File: src/rtl/rf_pkg.sv
// Shared constants and arbiter state encoding for the register-file write path.
package rf_pkg;
    localparam int DATA_W   = 32;
    localparam int ADDR_W   = 5;
    localparam int MAX_WAIT = 4;
    localparam int REG_ZERO = 0;

    typedef enum logic [1:0] {
        ARB_IDLE  = 2'd0,
        ARB_WAIT  = 2'd1,
        ARB_FORCE = 2'd2
    } arb_state_e;
endpackage

File: src/rtl/rf_scoreboard.sv
// Per-register pending bits for outstanding MD results; flags RAW hazards to decode.
// Latency: set/clear visible one edge later; hazard lookup combinational. No backpressure.
// Register 0 can never become pending; a same-cycle set and clear of one address keeps it set.
module rf_scoreboard #(
    parameter int ADDR_W = rf_pkg::ADDR_W
) (
    input  logic              clk,
    input  logic              reset_n,
    input  logic              set_vld,
    input  logic [ADDR_W-1:0] set_addr,
    input  logic              clr_vld,
    input  logic [ADDR_W-1:0] clr_addr,
    input  logic [ADDR_W-1:0] rs_addr,
    input  logic [ADDR_W-1:0] rt_addr,
    output logic              hazard
);
    import rf_pkg::*;

    localparam int NREG = 1 << ADDR_W;

    logic [NREG-1:0] pending_q;
    logic [NREG-1:0] pending_d;

    always_comb begin
        pending_d = pending_q;
        if (clr_vld) begin
            pending_d[clr_addr] = 1'b0;
        end
        // Applied after the clear so a reissue on the accept cycle stays pending.
        if (set_vld && (set_addr != ADDR_W'(REG_ZERO))) begin
            pending_d[set_addr] = 1'b1;
        end
    end

    always_ff @(posedge clk or negedge reset_n) begin
        if (!reset_n) begin
            pending_q <= '0;
        end else begin
            pending_q <= pending_d;
        end
    end

    assign hazard = pending_q[rs_addr] | pending_q[rt_addr];
endmodule

File: src/rtl/rf_write_arbiter.sv
// Arbitrates the RF write port between WB (fixed priority) and MD (starvation-guarded); optional RF_WB_FWD_EN bypass.
// Latency: granted write appears on rf_we/rf_waddr/rf_wdata one edge later; md_ready and hazard are combinational.
// Backpressure: MD valid/ready, forced grant with a one-cycle registered stall_req after MAX_WAIT lost cycles.
module rf_write_arbiter #(
    parameter int DATA_W   = rf_pkg::DATA_W,
    parameter int ADDR_W   = rf_pkg::ADDR_W,
    parameter int MAX_WAIT = rf_pkg::MAX_WAIT
) (
    input  logic              clk,
    input  logic              reset_n,
    input  logic              wb_valid,
    input  logic [ADDR_W-1:0] wb_addr,
    input  logic [DATA_W-1:0] wb_data,
    input  logic              md_valid,
    output logic              md_ready,
    input  logic [ADDR_W-1:0] md_addr,
    input  logic [DATA_W-1:0] md_data,
    input  logic              md_issue,
    input  logic [ADDR_W-1:0] md_issue_addr,
    input  logic [ADDR_W-1:0] rs_addr,
    input  logic [ADDR_W-1:0] rt_addr,
    output logic              hazard,
    output logic              stall_req,
    output logic              rf_we,
    output logic [ADDR_W-1:0] rf_waddr,
    output logic [DATA_W-1:0] rf_wdata
`ifdef RF_WB_FWD_EN
    ,
    output logic              fwd_rs,
    output logic              fwd_rt,
    output logic [DATA_W-1:0] fwd_data
`endif
);
    import rf_pkg::*;

    localparam int CNT_W = (MAX_WAIT > 1) ? $clog2(MAX_WAIT) : 1;

    arb_state_e        state_q, state_d;
    logic [CNT_W-1:0]  wait_cnt_q, wait_cnt_d;
    logic              stall_req_q, stall_req_d;
    logic              rf_we_q, rf_we_d;
    logic [ADDR_W-1:0] rf_waddr_q, rf_waddr_d;
    logic [DATA_W-1:0] rf_wdata_q, rf_wdata_d;
    logic              in_force;
    logic              wb_grant;

    always_comb begin
        in_force    = (state_q == ARB_FORCE);
        wb_grant    = wb_valid & ~in_force;
        md_ready    = md_valid & (in_force | ~wb_valid);
        state_d     = state_q;
        wait_cnt_d  = wait_cnt_q;
        rf_we_d     = 1'b0;
        rf_waddr_d  = rf_waddr_q;
        rf_wdata_d  = rf_wdata_q;

        if (in_force) begin
            state_d    = ARB_IDLE;
            wait_cnt_d = '0;
        end else if (md_ready || !md_valid) begin
            state_d    = ARB_IDLE;
            wait_cnt_d = '0;
        end else if (wait_cnt_q == CNT_W'(MAX_WAIT - 1)) begin
            // The IDLE-cycle loss counts too, so MD sees exactly MAX_WAIT lost cycles.
            state_d    = ARB_FORCE;
            wait_cnt_d = '0;
        end else begin
            state_d    = ARB_WAIT;
            wait_cnt_d = wait_cnt_q + 1'b1;
        end

        if (md_ready) begin
            rf_we_d    = (md_addr != ADDR_W'(REG_ZERO));
            rf_waddr_d = md_addr;
            rf_wdata_d = md_data;
        end else if (wb_grant) begin
            rf_we_d    = (wb_addr != ADDR_W'(REG_ZERO));
            rf_waddr_d = wb_addr;
            rf_wdata_d = wb_data;
        end

        stall_req_d = (state_d == ARB_FORCE);
    end

    always_ff @(posedge clk or negedge reset_n) begin
        if (!reset_n) begin
            state_q     <= ARB_IDLE;
            wait_cnt_q  <= '0;
            stall_req_q <= 1'b0;
            rf_we_q     <= 1'b0;
            rf_waddr_q  <= '0;
            rf_wdata_q  <= '0;
        end else begin
            state_q     <= state_d;
            wait_cnt_q  <= wait_cnt_d;
            stall_req_q <= stall_req_d;
            rf_we_q     <= rf_we_d;
            rf_waddr_q  <= rf_waddr_d;
            rf_wdata_q  <= rf_wdata_d;
        end
    end

    rf_scoreboard #(
        .ADDR_W (ADDR_W)
    ) u_scoreboard (
        .clk      (clk),
        .reset_n  (reset_n),
        .set_vld  (md_issue),
        .set_addr (md_issue_addr),
        .clr_vld  (md_ready),
        .clr_addr (md_addr),
        .rs_addr  (rs_addr),
        .rt_addr  (rt_addr),
        .hazard   (hazard)
    );

    assign stall_req = stall_req_q;
    assign rf_we     = rf_we_q;
    assign rf_waddr  = rf_waddr_q;
    assign rf_wdata  = rf_wdata_q;

`ifdef RF_WB_FWD_EN
    assign fwd_rs   = rf_we_q & (rf_waddr_q == rs_addr);
    assign fwd_rt   = rf_we_q & (rf_waddr_q == rt_addr);
    assign fwd_data = rf_wdata_q;
`endif
endmodule

File: config.mk
export PLATFORM = sky130hd
export DESIGN_NAME = rf_write_arbiter
export DESIGN_NICKNAME = d
export VERILOG_FILES = /design/src/rtl/rf_pkg.sv /design/src/rtl/rf_scoreboard.sv /design/src/rtl/rf_write_arbiter.sv
export SDC_FILE = /design/constraint.sdc
export NUM_CORES = 1
export LEC_CHECK = 0
export BUFFER_PORTS_ARGS = -buffer_cell sky130_fd_sc_hd__buf_2
export CAP_MARGIN = 10
export CORE_ASPECT_RATIO = 1.2
export CORE_MARGIN = 3
export CORE_UTILIZATION = 24
export CTS_BUF_LIST = sky130_fd_sc_hd__clkbuf_8 sky130_fd_sc_hd__clkbuf_16
export CTS_CLUSTER_SIZE = 20
export DETAILED_ROUTE_END_ITERATION = 7
export PLACE_DENSITY = 0.53
export SLEW_MARGIN = 30
export SYNTH_ARGS = -nofsm -noshare
export SYNTH_HDL_FRONTEND = slang
export SYNTH_SLANG_ARGS = --single-unit
File: constraint.sdc
create_clock -name clk -period 2.9 [get_ports clk]
set_input_delay 0.87 -clock clk [delete_from_list [all_inputs] [get_ports clk]]
set_output_delay 0.87 -clock clk [all_outputs]
set_load 0.05 [all_outputs]
==> summary.md <==
| Metric | Value |
|---|---|
| Vert. Die Dim | `145 µm` |
| Nets | `601` |
| Most frequent cells in the layout | `buf_2 (130), o21ai_0 (100), dfrtp_1 (75)` |
| Syn-to-layout area delta | `34.1%` |
| Clock buffer depth | `2` |
| Comb power frac | `0.238` |
| Crit path max fanout | `5` |
| Avg WL per Cell | `16.7 µm` |
| Post-route ant nets | `0` |
| Worst-path clk slew | `50 ps` |
| Critical-path cell list | `buf_12, buf_4, mux4_2, mux2_2, nand3b_1, nand4_1, buf_6` |
| CTS Hold Bufs | `0` |
| Async SR Flop Fraction | `1.00` |
| Highest clock rate | `324 MHz` |
| Clk Latency, worst-skew pair | `330 ps` |
| CTS Sinks | `75` |
| Largest net degree at the start of global routing | `41` |
| Post-Synthesis Cell Area | `3840 µm²` |
| CP Capture Type | `primary output` |
| Sw Ratio | `0.336` |
| Yosys cell types | `42` |
| First-pass GRT wire length | `19200 µm` |
| IO Pins | `135` |
| Register bit total from synthesis | `75` |
| Syn nets | `460` |
| Core footprint | `15600 µm²` |
| Maximum VDD drop | `307 µV` |
| Start point of the worst hold path | `wait_cnt_q[0]` |
| Final min period | `3090 ps` |
| Grt total ovfl | `0` |
| Sequential power share | `0.427` |
| Final WS setup | `-186 ps` |
| Post-synth EDFFs | `0` |
| Hold EP | `wait_cnt_q[0]` |
| RSZ-0062 raised after global routing | `yes` |
| Total power | `3.18 mW` |
| Clock share of power | `0.335` |
| Reg-to-reg startpoint | `state_q[0]` |
| Number of global-route vias before repair | `3606` |
| CTS HTree Levels | `3` |
| # diodes | `0` |
| Pint | `2.11 mW` |
| Final Wtd Congestion | `0.895` |
| Main synth FF type | `dfrtp_1` |
| Top delay family on crit path | `multiplexers` |
| Initial Util | `0.245` |
| Drt drc | `0` |
| Cell Rows | `50` |
| Final-report max-slew violation count | `0` |
| Worst reg-to-reg path cell count | `5` |
| Hold slack final | `442 ps` |
| Layout Cells excl Fill | `719` |
| MaxCap Viol Count | `0` |
| Cts bufs inserted | `9` |
| Initial antenna violation count | `0` |
| Buffers on Ports | `134` |
| Leak | `2.38 nW` |
| Hold Crit Class | `register to register` |
| Worst-Margin Slew | `539 ps` |
| # setup viols final | `1` |
| First-pass DRT Iterations | `4` |
| FILL cells | `1642` |
| Status | `complete, but fails checks` |
| Power density cells | `618 nW/µm²` |
| Final Hold Fails | `0` |
| Most common cell after layout, fill and taps aside | `buf_2` |
| Net Switching | `1.07 mW` |
| Syn avg cell area | `10.5 µm²` |
| Reg-to-Reg End | `u_scoreboard.pending_q[23]` |
| Final Core Density | `0.329` |
| DRT Wirelength | `12000 µm` |
| CP arrival | `2220 ps` |
| Worst slew margin | `0.641` |
| Post-synthesis cell count | `365` |
| # Post-CTS Setup Buffers | `0` |
| Max incr delay on CP | `490 ps` |
| Die ar. | `17600 µm²` |
| CP Class | `primary input to primary output` |
| Clock skew | `10.8 ps` |
| Pre-CTS setup slack | `-398 ps` |
| GRT Total Usage | `0.138` |
| Fin crit share | `1.06` |
| CP max-delay cell | `mux4_2` |
| Chip width | `121 µm` |
| Vias per cell | `4.82` |
| WP data required | `2030 ps` |
| Iter 0 DRT Violations | `265` |
| DP Wirelength | `9250 µm` |
| Root Driver | `clkbuf_16` |
| Worst hold stages | `1` |
| Sequential-to-total area share from yosys stat | `0.489` |
| Layout cells sized above 1 | `0.372` |
| YS warnings | `0` |
| # placed instances | `703` |
| Reg-to-reg slack, setup | `1200 ps` |
| DR vias | `3465` |
| CTS tree | `built` |
| Failing checks | `negative setup slack` |
| CP bufs+invs | `3` |
| Worst setup SP type | `primary input` |
[flip-flops by register name, indices dropped and copies added (netlist names)]
signal,cells
rf_waddr,5
rf_wdata,32
rf_we,1
stall_req,1
state_q,2
u_scoreboard.pending_q,32
wait_cnt_q,2
[through the flow]
stage / area, µm² / TNS, ps
finish: 5150 / -186
global route: 5150 / -263
CTS: 5130 / -220
detailed placement: 4810 / -398
global placement: 4810 / -392
floorplan: 3840 / -353
[cells by family (layout without fill, tap and decap cells)]
kind of cell	count (synthesis)	after routing	synth area share
adder cells (fa/ha/maj)	1	1	0.00326
flip-flops	75	75	0.489
AO/OA/AOI/OAI	115	115	0.160
multiplexers	56	56	0.188
buffers and inverters	23	169	0.0284
AND/OR/NAND/NOR	95	95	0.132
[how the worst max path moves through the flow]
stage	startpoint	endpoint	slack, ps	cells past startpoint
2_1_floorplan	rs_addr[0]	hazard	-350	6
3_3_place_gp	rs_addr[0]	hazard	-390	7
3_5_place_dp	rs_addr[0]	hazard	-400	7
4_1_cts	rs_addr[0]	hazard	-220	7
5_1_grt	rs_addr[0]	hazard	-260	7
6_report	rt_addr[2]	hazard	-190	7
[layout make-up]
cell class              count  area [µm²]  share of cell area
multi-input cells         267        1860               0.362
well taps                 208         260              0.0505
flip-flops and latches     75        1880               0.365
repair buffers            151         853               0.166
clock buffers              10         239              0.0464
clock inverters             6        47.5             0.00923
inverters                   2        7.51             0.00146
[power by group through the flow]
| stage | Clock [mW] | Sequential (mW) | Combinational, mW |
|---|---|---|---|
| after floorplan | 0 | 1.46 | 0.331 |
| after global placement | 0 | 1.37 | 0.727 |
| after detailed placement | 0 | 1.37 | 0.743 |
| after CTS | 1.10 | 1.35 | 0.762 |
| after global routing | 1.15 | 1.37 | 0.827 |
| final | 1.07 | 1.36 | 0.756 |
[cell usage after synthesis (all sizes together) (3+ instances only)]
master | number | share of area
nand4b | 3 | 0.0068
nor2 | 8 | 0.0078
nand2 | 40 | 0.039
clkbuf | 13 | 0.013
mux4 | 11 | 0.069
mux2 | 3 | 0.0088
and3 | 3 | 0.0049
or3b | 5 | 0.011
o21ai | 101 | 0.13
nand3 | 6 | 0.0078
nand4 | 4 | 0.0065
dfrtp | 75 | 0.49
buf | 8 | 0.013
mux2i | 42 | 0.11
nor2b | 3 | 0.0049
a311oi | 3 | 0.0068
nand2b | 3 | 0.0049
nand3b | 10 | 0.020
[per-layer routing]
layer  track usage  part of all wire  vias up
met2         0.220              0.47      157
met3        0.0387             0.086       26
met5             0                 0        -
met4        0.0578             0.033        0
li1              -                 -     1628
met1         0.177              0.41     1654
[timing repair]
action | in CTS | in global routing
pin swaps | 3 | 2
endpoints found under the setup margin | 1 | 1
resized for setup | 18 | 4
Note: power is estimated with default switching activity, not from simulation.
